[config.mk]
export PLATFORM = sky130hd
export DESIGN_NAME = dds_sweep_ctrl
export DESIGN_NICKNAME = d
export VERILOG_FILES = /design/src/rtl/dds_sweep_ctrl.sv
export SDC_FILE = /design/constraint.sdc
export NUM_CORES = 1
export LEC_CHECK = 0
export ABC_AREA = 1
export CORE_UTILIZATION = 54
export DETAILED_ROUTE_END_ITERATION = 16
export GPL_ROUTABILITY_DRIVEN = 0
export PLACE_DENSITY = 0.82
export SLEW_MARGIN = 5
export SYNTH_ARGS = -nofsm -noshare
export SYNTH_HDL_FRONTEND = slang
export SYNTH_SLANG_ARGS = --single-unit
[constraint.sdc]
create_clock -name clk -period 6.1 [get_ports clk]
set_input_delay 0.61 -clock clk [delete_from_list [all_inputs] [get_ports clk]]
set_output_delay 0.61 -clock clk [all_outputs]
set_load 0.005 [all_outputs]
[src/rtl/dds_sweep_ctrl.sv]
`default_nettype none
// ============================================================================
// Module   : dds_sweep_ctrl
// Purpose  : Linear frequency-sweep sequencer for a DDS phase-accumulator core.
//            It takes one sweep command over a valid/ready handshake, then steps
//            the frequency word k from a start value by a fixed increment. Each
//            step dwells for (dwell+1) clocks.
// Options  : DDS_SWEEP_BIDIR_EN - after the peak step, sweep back down to the
//            start word before finishing (adds the DOWN state).
// Revision : 1.0 - initial release
// ============================================================================
module dds_sweep_ctrl #(
  parameter int KW = 32,
  parameter int PW = 12,
  parameter int NW = 16,
  parameter int DW = 24
) (
  input  logic          clk,
  input  logic          rst,
  input  logic          cmd_valid,
  output logic          cmd_ready,
  input  logic [KW-1:0] cmd_k_start,
  input  logic [KW-1:0] cmd_k_step,
  input  logic [NW-1:0] cmd_n_steps,
  input  logic [DW-1:0] cmd_dwell,
  input  logic [PW-1:0] cmd_phase,
  input  logic          abort,
  output logic [KW-1:0] k,
  output logic [PW-1:0] p,
  output logic          en,
  output logic          busy,
  output logic          done,
  output logic [NW-1:0] step_idx
);

  localparam logic [1:0] S_IDLE = 2'd0;
  localparam logic [1:0] S_RUN  = 2'd1;
  localparam logic [1:0] S_FIN  = 2'd2;
`ifdef DDS_SWEEP_BIDIR_EN
  localparam logic [1:0] S_DOWN = 2'd3;
`endif

  logic [1:0]    r_state;
  logic [1:0]    w_next;
  logic [KW-1:0] r_k_step;
  logic [NW-1:0] r_n_steps;
  logic [DW-1:0] r_dwell;
  logic [DW-1:0] r_cnt;
  logic          w_term;
  logic          w_last;
  logic          w_sweeping;

  // End of the current step's dwell, and whether this is the peak step.
  assign w_term = (r_cnt == r_dwell);
  assign w_last = (step_idx == r_n_steps);

  // State register.
  always_ff @(posedge clk or posedge rst) begin
    if (rst) begin
      r_state <= S_IDLE;
    end else begin
      r_state <= w_next;
    end
  end

  // Next-state decode; abort beats every other transition outside IDLE.
  always_comb begin
    w_next = r_state;
    case (r_state)
      S_IDLE: begin
        if (cmd_valid) begin
          w_next = S_RUN;
        end
      end
      S_RUN: begin
        if (abort) begin
          w_next = S_IDLE;
        end else if (w_term && w_last) begin
`ifdef DDS_SWEEP_BIDIR_EN
          // A zero-step sweep has no downward leg.
          w_next = (r_n_steps != '0) ? S_DOWN : S_FIN;
`else
          w_next = S_FIN;
`endif
        end
      end
`ifdef DDS_SWEEP_BIDIR_EN
      S_DOWN: begin
        if (abort) begin
          w_next = S_IDLE;
        end else if (w_term && (step_idx == '0)) begin
          w_next = S_FIN;
        end
      end
`endif
      S_FIN: begin
        w_next = S_IDLE;
      end
      default: begin
        w_next = S_IDLE;
      end
    endcase
  end

  // Output decode: only cmd_ready is combinational, everything else is registered.
  always_comb begin
    cmd_ready  = (r_state == S_IDLE);
`ifdef DDS_SWEEP_BIDIR_EN
    w_sweeping = (w_next == S_RUN) || (w_next == S_DOWN);
`else
    w_sweeping = (w_next == S_RUN);
`endif
  end

  // Status flags registered from the upcoming state so they line up with it.
  always_ff @(posedge clk or posedge rst) begin
    if (rst) begin
      en   <= 1'b0;
      busy <= 1'b0;
      done <= 1'b0;
    end else begin
      en   <= w_sweeping;
      busy <= w_sweeping;
      done <= (w_next == S_FIN);
    end
  end

  // Command capture, dwell counting and frequency-word stepping.
  always_ff @(posedge clk or posedge rst) begin
    if (rst) begin
      k         <= '0;
      p         <= '0;
      step_idx  <= '0;
      r_cnt     <= '0;
      r_k_step  <= '0;
      r_n_steps <= '0;
      r_dwell   <= '0;
    end else begin
      case (r_state)
        S_IDLE: begin
          if (cmd_valid) begin
            k         <= cmd_k_start;
            p         <= cmd_phase;
            step_idx  <= '0;
            r_cnt     <= '0;
            r_k_step  <= cmd_k_step;
            r_n_steps <= cmd_n_steps;
            r_dwell   <= cmd_dwell;
          end
        end
        S_RUN: begin
          if (!abort) begin
            if (w_term) begin
              r_cnt <= '0;
              if (!w_last) begin
                k        <= k + r_k_step;
                step_idx <= step_idx + 1'b1;
              end
`ifdef DDS_SWEEP_BIDIR_EN
              // Peak step already played once; first downward step is one below.
              else if (r_n_steps != '0) begin
                k        <= k - r_k_step;
                step_idx <= step_idx - 1'b1;
              end
`endif
            end else begin
              r_cnt <= r_cnt + 1'b1;
            end
          end
        end
`ifdef DDS_SWEEP_BIDIR_EN
        S_DOWN: begin
          if (!abort) begin
            if (w_term) begin
              r_cnt <= '0;
              if (step_idx != '0) begin
                k        <= k - r_k_step;
                step_idx <= step_idx - 1'b1;
              end
            end else begin
              r_cnt <= r_cnt + 1'b1;
            end
          end
        end
`endif
        default: begin
        end
      endcase
    end
  end

endmodule
`default_nettype wire

* Word-level counts from Yosys, hierarchy flattened
Index checks and enable logic that the tools add are counted.
** Cells by class
- $add $sub $neg :: 3
- Reduce and logical (&&, ||, !) cells :: 6
- Mux-type cells :: 18
- Equal/unequal tests :: 9
** Operators with widths (count)
- two-way mux 32 bit :: 4
- two-way mux 24 bit :: 3
- two-way mux 16 bit :: 4
- one-hot mux 32 bit (2 select lines) :: 1
- one-hot mux 24 bit (2 select lines) :: 1
- adder 32 bit :: 1
- one-hot mux 16 bit (2 select lines) :: 1
- adder 24 x 1 -> 24 bit, second input constant :: 1
- equality test 24 bit :: 1
- adder 16 x 1 -> 16 bit, second input constant :: 1
- equality test 16 bit :: 1
- inequality test 2 bit, second input constant :: 4
- two-way mux 2 bit :: 3
- AND reduction 5 bit :: 1
- equality test 2 x 1 -> 1 bit, second input constant :: 2
- one-hot mux 2 bit (2 select lines) :: 1
- AND reduction 3 bit :: 1
- equality test 2 bit, second input constant :: 1
- logical NOT 2 bit :: 1
- AND reduction 2 bit :: 1
- nonzero test 2 bit :: 1
- logical AND 1 bit :: 1
** Storage, ports and cells
- Logic and storage cells :: 46
- Flip-flop bits (word level) :: 160
- Bits of input ports :: 120

* Longest topological paths before layout
Gate-level depths: netlist of run 1.
- Depth in word-level cells :: 6
- Depth in mapped cells :: 15
- Mapped depth without buffers :: 15

* Worst setup path before layout of run 1
Ideal clock, no wire load.
- Path type :: register to register
- Start point :: register k[0]
- End point :: register k[8]
- Library setup time :: 0.116 ns
- Stages on the path, launching flop included :: 12
- Period minus slack after synthesis :: 1.951 ns
- Arrival time :: 1.834 ns
- Setup slack :: 4.149 ns
- Path through :: dfrtp_1 > ha_1 > fa_1 > nand2_1 > nand2_1 > nand3_1 > nand2_1 > or2_2 > nand3_1 > nand2_1 > nand2_1 > nand2_1
** On the way
- Longest elaborated chain between the ends :: 5
** RTL lines
- start: declaration :: line 28 : output logic [KW-1:0] k,
- start signal: assignment :: line 142 : k <= cmd_k_start;
- start signal: assignment :: line 156 : k <= k + r_k_step;
- adder 32 bit :: line 156
- two-way mux 32 bit :: line 155 : if (!w_last) begin
- two-way mux 32 bit :: line 153 : if (w_term) begin
- two-way mux 32 bit :: line 152 : if (!abort) begin
- one-hot mux 32 bit (2 select lines) :: line 139 : case (r_state)
No other way between the ends. The select of a mux whose other input is x is not followed.
A chain may end at the register's enable or synchronous reset.

* Worst setup path after layout of run 1
- Start point :: input cmd_valid
- End point :: register k[26]
** On the way
- Longest elaborated chain between the ends :: 2
** RTL lines
- start: declaration :: line 20 : input logic cmd_valid,
- inequality test 2 bit (no source line)
- AND reduction 5 bit (no source line)
No other way between the ends.

==> impl.org, run 1 <==
** Critical path
- The worst setup path is launched from an input pin.
- CP Launch Point :: cmd_valid
- Maximum net fanout on the critical path :: 56
- Sum of buffers and inverters on the critical path :: 3
- By instance count, the cell type seen most on the critical path is sky130_fd_sc_hd__nand2_1.
- The worst setup path is captured at a flip-flop.
- Delay-heaviest family, CP :: simple AND/OR/NAND/NOR gates
- The critical path is of the in -> reg type.
- The slowest stage of the critical path is the sky130_fd_sc_hd__buf_4 cell.
- Traced cell by cell, the critical path runs through clkdlybuf4s50_1 > nand2_2 > buf_4 > nand2_1 > nand2_2 > inv_2 > nand2_4 > nor2_1 > nand2_1 > nand2_1.
- Arrival time reported for the critical path endpoint :: roughly 3.1 ns
- For the worst setup path, the data required time is approximately 6.4 ns.
- The startpoint identified for the worst register-to-register timing path is r_state[1].
- CP max stage delay :: between 0.5 and 0.6 ns

** Floorplanning
- 184 I/O pins were placed.
- The floorplan has 50 rows.
- In this run the vertical extent of the chip is 140 um.
- Die width :: approximately 140 um
- The floorplan step defined a die boundary enclosing between 15000 and 20000 um^2.
- The core region is 18700 um^2.
- Initial cell density of the core :: 0.551

** Routing
- The first detailed-routing pass took 5 iterations.
- The final route contains 10.3k vias.
- Final wirelength :: 28400 um
- After detailed routing, the average wire length per cell comes to about 14 um.
- Met2 WL :: ~14000 um
- Total length of routed met3 wires :: approximately 1600 um
- Routed via count divided by cell count :: 5.17
- The detailed router finished its first iteration with 874 violations.
- After detailed routing, the number of remaining DRC violations is 0.
- The detailed router put a total of roughly 12000 um of wire on met1.
- Highest Signal Layer :: met4
- Number of nets with antenna violations after routing :: 0

** Layout
- Final net count :: 1889
- Area of the multi-input gates :: around 5300 um^2
- In the layout the commonest cells are 709 x sky130_fd_sc_hd__nand2_1, 194 x sky130_fd_sc_hd__inv_1, 183 x sky130_fd_sc_hd__clkdlybuf4s50_1.
- Number of standard cells in the layout, taps in and fillers out :: about 2k
- In the final layout, the share of cells above drive strength 1 is 0.0435.
- Most common cell after layout, fill and taps aside :: sky130_fd_sc_hd__nand2_1
- Area taken by flip-flops and latches :: around 4000 um^2
- Area added between synthesis and finish :: 25.1%
- Fill cells in the final layout number around 1.6k.

** Clock tree
- Level count of the clock H-tree :: 4
- For this design, the sink count on the clock tree is 160.
- The tree is rooted in a sky130_fd_sc_hd__clkbuf_16.
- Maximum buffer depth of the clock tree :: 2
- Clock transition at the register clock pins on the worst setup and hold paths after CTS :: ~0.070 ns
- Total clock buffers created by CTS :: 17
- At the later pin of the worst-skew pair, clock insertion delay measures approximately 0.44 ns.
- Hold-fix buffers, CTS :: 0
- CTS resizes :: 0
- TritonCTS built the clock tree.
- Post-CTS timing repair inserted 0 buffers for setup.

** Timing
- Max Transition Viols Final :: 0
- The routed design could run at a clock period as short as between 2 and 3 ns.
- F_max :: between 0.3 and 0.4 GHz
- Setup Total Neg Slack :: 0 ns
- Post-Route Skew :: 0.0128 ns
- In the finished design, the share of the clock period the worst path needs comes to 0.457.
- Final setup violation count :: 0
- Transition time at the pin with the least slew margin :: between 0.9 and 1 ns
- Tightest slew margin relative to the limit :: 0.358
- Hold Violations, Final :: 0
- Final-layout worst hold slack :: 0.484 ns
- Setup repair after global routing left no endpoint under its margin.

** Global route
- The via count of the first global-routing pass was 10.1k.
- Across every metal layer, demand over resource in global routing totals 0.304.
- Total congestion overflow :: 0
- Antenna violations before repair :: 2
- The first global-routing pass estimated 47500 um of wire.
- Entering global routing, the biggest net connects roughly 100 pins.

** Power and ir drop
- Power density of the placed cells :: around 380 nW/um^2
- In this run the power spent charging and discharging nets is about 2.0 mW.
- The worst-case IR drop observed on VDD is between 200 and 250 uV.
- The share of total power dissipated in sequential elements is 0.306.
- Of the total power, the share spent switching nets is 0.403.
- Combinational power share :: 0.448
- Total power :: about 4.9 mW
- Leak pwr :: a little under 7 nW
- Clock group share of total power :: 0.246
- Power Internal :: 2.93 mW

** Logic synthesis
- Post-synthesis cell type count :: 39
- In this run, synthesis produced a sequential element count of between 150 and 200.
- Synthesized area per cell :: approximately 6.6 um^2
- The number of nets handed over by synthesis was between 1.5k and 2k.
- Of the post-synthesis cell area, the dominant cell type holds 0.388.
- Count of yosys warnings during synthesis :: 0
- Number of instances in the synthesized netlist :: approximately 1.6k
- Sequential share of the synthesized area :: 0.388
- Library cell occupying the most area in the post-synthesis netlist :: sky130_fd_sc_hd__dfrtp_1
- By area the synthesized netlist is led by sky130_fd_sc_hd__dfrtp_1 39%, sky130_fd_sc_hd__nand2_1 26%, sky130_fd_sc_hd__inv_1 7.1%.
- The synthesized netlist occupies a cell area of 10300 um^2.

** Run status
- The run finished with clean final reports.

** Placement
- Number of cells in the design after placement :: between 1.5k and 2k
- Once detailed placement completed, the half-perimeter wirelength came to around 20000 um.
- Count of port buffers added during placement :: 183

** Worst hold path
- Hold wc startpoint :: p[11]
- In this run the worst hold path is classified as reg -> reg.

** Run
- Max Cap Violations :: 0
==> cell usage after synthesis (all sizes together) <==
master and number:
inv 207, and2 6, o21ai 60, clkbuf 25, a21o 6, dfrtp 160, fa 1, nand2 715
nor2 141, nor3b 1, o22ai 1, clkinv 1, a21oi 24, nand4 17, ha 33, o21bai 2
and3 2, xor2 31, nand3 78, or2 9, nor3 27, nor4 1, buf 15, xnor2 4
nand3b 1, o211a 1
==> per-layer routing <==
metal	GRT usage	vias to the layer above
li1	-	5134
met1	0.370	4700
met2	0.532	342
met3	0.0506	79
met4	0.130	0
met5	0	-
==> final timing paths <==
| check | to | slack [ns] | cells after the start |
|---|---|---|---|
| setup / recovery | k[26] | 3.31 | 10 |
| hold / removal | p[11] | 0.48 | 2 |
| setup reg to reg | k[13] | 3.37 | 7 |
| hold reg to reg | p[11] | 0.48 | 2 |
| max in group asynchronous | k[28] | 4.04 | 3 |
| min in group asynchronous | r_n_steps[11] | 0.75 | 2 |
==> power by group through the flow <==
stage	sequential, mW	combinational, mW	clock [mW]
4_1_cts	1.50	2.18	1.21
6_report	1.50	2.20	1.21
3_5_place_dp	1.51	2.16	0
5_1_grt	1.53	2.49	1.26
3_3_place_gp	1.51	2.10	0
2_1_floorplan	1.47	1.44	0
==> worst register-to-register path, cell delays in order, from the launching register on <==
cell	delay [ns]
sky130_fd_sc_hd__dfrtp_1	0.41
sky130_fd_sc_hd__nor2_4	0.15
sky130_fd_sc_hd__buf_4	0.54
sky130_fd_sc_hd__clkinv_1	0.89
sky130_fd_sc_hd__nand2_1	0.34
sky130_fd_sc_hd__o21ai_0	0.15
sky130_fd_sc_hd__nand2_1	0.09
sky130_fd_sc_hd__nand2_1	0.05
==> per-stage QoR <==
stage / utilization / setup slack, ns / instance area [um^2]
floorplan: - / 1.17 / 10300
global placement: 0.655 / 2.94 / 12300
detailed placement: 0.655 / 2.83 / 12300
CTS: 0.690 / 3.29 / 12900
global route: 0.690 / 3.04 / 12900
finish: 0.690 / 3.31 / 12900
==> cell families after synthesis <==
group / after synthesis / share of synthesized area
AOI/OAI and AO/OA: 94 / 0.0511
xor gates and xnor gates: 35 / 0.0297
adders and majority gates: 34 / 0.0420
buffers and inverters: 248 / 0.0985
DFF: 160 / 0.388
and+or+nand+nor: 998 / 0.390
==> final cells by class <==
class                   count  share of cell area
diodes                      1            0.000194
clock buffers              20              0.0346
clock inverters            12              0.0159
inverters                 208              0.0612
multi-input cells        1161               0.411
flip-flops and latches    160               0.310
well taps                 234              0.0227
repair buffers            187               0.144
==> flip-flops by register name (all words and copies together), names as in the netlist <==
signal,count
r_n_steps,16
done,1
r_cnt,24
r_state,2
r_dwell,24
k,32
step_idx,16
r_k_step,32
p,12
busy,1
Note: power is estimated with default switching activity, not from simulation.
==> run 2, diff against run 1 <==
--- a/config.mk
+++ b/config.mk
@@ -6,10 +6,10 @@
 export NUM_CORES = 1
 export LEC_CHECK = 0
 export ABC_AREA = 1
-export CORE_UTILIZATION = 54
+export CORE_UTILIZATION = 49
 export DETAILED_ROUTE_END_ITERATION = 16
 export GPL_ROUTABILITY_DRIVEN = 0
-export PLACE_DENSITY = 0.82
+export PLACE_DENSITY = 0.78
 export SLEW_MARGIN = 5
 export SYNTH_ARGS = -nofsm -noshare
 export SYNTH_HDL_FRONTEND = slang
==> constraint.sdc (replaced) <==
create_clock -name clk -period 2.4 [get_ports clk]
set_input_delay 0.24 -clock clk [delete_from_list [all_inputs] [get_ports clk]]
set_output_delay 0.24 -clock clk [all_outputs]
set_load 0.005 [all_outputs]
==> run 2 against run 1 <==
  * Non-clock buffer count grew 10
  * Die area is 10% higher
  * First-iteration DRC count fell by 3.8%
  * Highest routed layer is now met5
  * Clock power increased by 130%
  * Global-route usage decreased by 3.6 points
  * Wire length decreased by 0.46%
  * Register-to-register slack worse by 3.2 ns
  * Sequential power rose to 2.5 times the previous value
  * Critical path type is now reg -> reg
  * Combinational power rose to 2.6 times the previous value
  * Total power rose by 150%
  * Via count decreased by 0.18%
==> impl.org, run 2 (synthesis results as in run 1) <==
** Clock tree
- Number of sinks on the clock net :: 160 (unchanged)
- Clock transition at the register clock pins on the worst setup and hold paths after CTS :: 0.07 ns (about the same)
- Clk root buf :: sky130_fd_sc_hd__clkbuf_16
- The maximum buffer depth of the clock tree was 2 (unchanged).
- CTS tree :: done
- Total clock buffers created by CTS :: 17 (unchanged)
- Level count of the clock H-tree :: 4 (unchanged)
- Worst-skew pair later-pin latency :: 0.43 ns (about the same)
- Number of setup buffers added after CTS :: 0 (unchanged)

** Critical path
- The stage delay of the slowest cell on the critical path was 0.40 ns (-0.11 ns).
- The arrival time of data at the critical path endpoint was 2.56 ns (-0.56 ns).
- Maximum net fanout on the critical path :: 5 (-91%)
- Data required time of the critical path :: 2.71 ns (-3.72 ns)
- Class of the most critical setup path :: reg -> reg
- The number of buffer and inverter instances along the worst setup path was 0 (-3).
- Worst-path cell chain :: ha_1 > fa_2 > nand2_1 > nand2_1 > nand3_1 > nand2_1 > nand2_2 > nand2_1 > nand2_1 > nand2_1 > nand2_1 > nand3_1 > nand2_1 > nand2_1
- Cell repeated most along the worst path :: sky130_fd_sc_hd__nand2_1
- The worst setup path is launched from a flip-flop.
- The slowest stage of the critical path belongs to the cell sky130_fd_sc_hd__dfrtp_1.
- Type of element capturing the critical path :: flip-flop
- On the critical path the largest part of the delay comes from simple AND/OR/NAND/NOR gates.

** Routing
- Number of nets with antenna violations after routing :: 0 (unchanged)
- The routed length per placed instance is 13.9 um (-2.7%).
- The number of DRC violations after detailed-routing iteration 0 came to 841 (-3.8%).
- Drt pass-1 iters :: 6 (+1)
- The sum of routed wire length over all layers came to 28300 um (-0.46%).
- The total number of vias was 10.2k (-0.18%).
- Total DRC errors in the routed layout :: 0 (unchanged)
- Routed via count divided by cell count :: 5.05 (-2.4%)

** Placement
- Count of port buffers added during placement :: 183 (unchanged)
- The sum of net half-perimeters after detailed placement came to 20700 um (+1.6%).

** Timing
- Dividing the final minimum period by the clock period gives 0.935.
- The worst slew margin relative to its limit was 0.573 (+0.215).
- Post-layout minimum cycle time :: roughly 2.2 ns
- Final-layout worst hold slack :: 0.258 ns (-0.226 ns)
- The largest clock skew in the final design was 0.0132 ns (+0.000417 ns).
- Hold Violations, Final :: 0 (unchanged)
- Unrepaired setup endpoints after global routing :: false
- F_max :: about 0.45 GHz
- The accumulated negative setup slack is 0 ns (unchanged).
- Max Transition Viols Final :: 0 (unchanged)
- The count of endpoints failing setup in the final report is 0 (unchanged).
- The actual slew at the worst max-slew pin was 0.641 ns (-0.321 ns).

** Global route
- All-layer global routing usage :: 0.268 (-0.0362)
- The largest net degree at the start of global routing is 114 (+9.6%).
- Total congestion overflow :: 0 (unchanged)
- The via count of the first global-routing pass is 9718 (-3.6%).
- The initial antenna violation count is 3 (+1).
- Global-route wire length before repair :: 46300 um (-2.6%)

** Run
- Max Cap Violations :: 0 (unchanged)

** Layout
- The utilization of the core after routing was 0.637 (-0.0528).
- The fraction of final layout cells sized beyond drive strength 1 is 0.0489 (+0.00547).
- In the layout the commonest cells are 708 x sky130_fd_sc_hd__nand2_1, 194 x sky130_fd_sc_hd__inv_1, 183 x sky130_fd_sc_hd__clkdlybuf4s50_1.
- The largest registers in the layout are k x32, r_k_step x32.
- Area added between synthesis and finish :: 26.2%
- Leaving out fill and tap cells, the most frequent cell in the layout is sky130_fd_sc_hd__nand2_1.
- The layout filler cell count came to 1902 (+22%).
- Final net count :: 1899 (+0.53%)

** Floorplanning
- The floorplan row count came to 52 (+4.0%).
- The starting utilization of the core area came to 0.505 (-0.0465).
- Die Footprint :: 21600 um^2 (+10%)
- Core outline area :: 20400 um^2 (+9.2%)
- Die width :: 147 um (+4.9%)
- The number of placed I/O pins is 184 (unchanged).
- Chip height :: 147 um (+4.9%)

** Power and ir drop
- Total power :: 12.2 mW (+150%)
- The power per cell area came to 938 nW/um^2 (+150%).
- The worst IR drop on VDD came to 519 uV (+140%).
- Leak pwr :: 6.85 nW (+0.34%)

** Run status
- Status :: finished, final reports clean

** Worst hold path
- Worst hold path class :: in -> async
[run 2: changes by cell type in the layout (fill, tap and decap cells not counted), moves of 2 or more]
| cell | delta |
|---|---|
| sky130_fd_sc_hd__buf_12 | +4 |
| sky130_fd_sc_hd__buf_4 | +6 |
| sky130_fd_sc_hd__bufinv_16 | -3 |
| sky130_fd_sc_hd__inv_6 | -2 |
| sky130_fd_sc_hd__inv_8 | +2 |
[run 2: final timing paths]
path	start	to	slack, ns	cells past startpoint
setup / recovery	k[0]	k[28]	0.16	14
hold / removal	rst	r_n_steps[13]	0.26	3
setup reg to reg	k[0]	k[28]	0.16	14
hold reg to reg	p[1]	p[1]	0.48	2
max in group asynchronous	rst	k[17]	1.62	3
min in group clk	cmd_k_step[24]	r_k_step[24]	0.34	3
[run 2: report_power, final]
group          switching (mW)  internal, mW
Clock                    1.16          1.57
Combinational            3.33          2.33
Sequential              0.532          3.29
[run 2: worst min-delay path: stages]
cell and delay (ns):
sky130_fd_sc_hd__clkdlybuf4s50_1 0.44, sky130_fd_sc_hd__clkinvlp_4 0.12, sky130_fd_sc_hd__buf_12 0.29
[run 2: through the flow]
step / cells / setup slack, ns / area [um^2]
3_5_place_dp: 1996 / 0.164 / 12400
4_1_cts: 2027 / 0.0988 / 13000
2_1_floorplan: 1569 / 0.131 / 10300
3_3_place_gp: 1996 / 0.194 / 12400
6_report: 2028 / 0.156 / 13000
5_1_grt: 2027 / 0.0193 / 13000
[run 2: metal layers]
| layer | track usage | part of all wire | wire (um) | vias to the layer above |
|---|---|---|---|---|
| li1 | - | - | - | 5149 |
| met1 | 0.330 | 0.42 | 12000 | 4703 |
| met2 | 0.461 | 0.49 | 13800 | 322 |
| met3 | 0.0553 | 0.061 | 1720 | 59 |
| met4 | 0.0974 | 0.026 | 743 | 4 |
| met5 | 0 | 0.00096 | 27 | - |
[run 2: layout make-up]
cell class,count,area (um^2),share of cell area
Multi-Input combinational cell,1161,5320,0.408
Tap cell,270,338,0.0260
Sequential cell,160,4000,0.308
Clock inverter,10,129,0.00990
Timing Repair Buffer,197,1990,0.153
Clock buffer,21,450,0.0346
Inverter,208,788,0.0606
Antenna cell,1,2.50,0.000192
[run 2: repair_timing]
action / in CTS / in global routing
setup endpoints to repair: 0 / 4
hold buffers: 0 / 0
resized for setup: 0 / 3
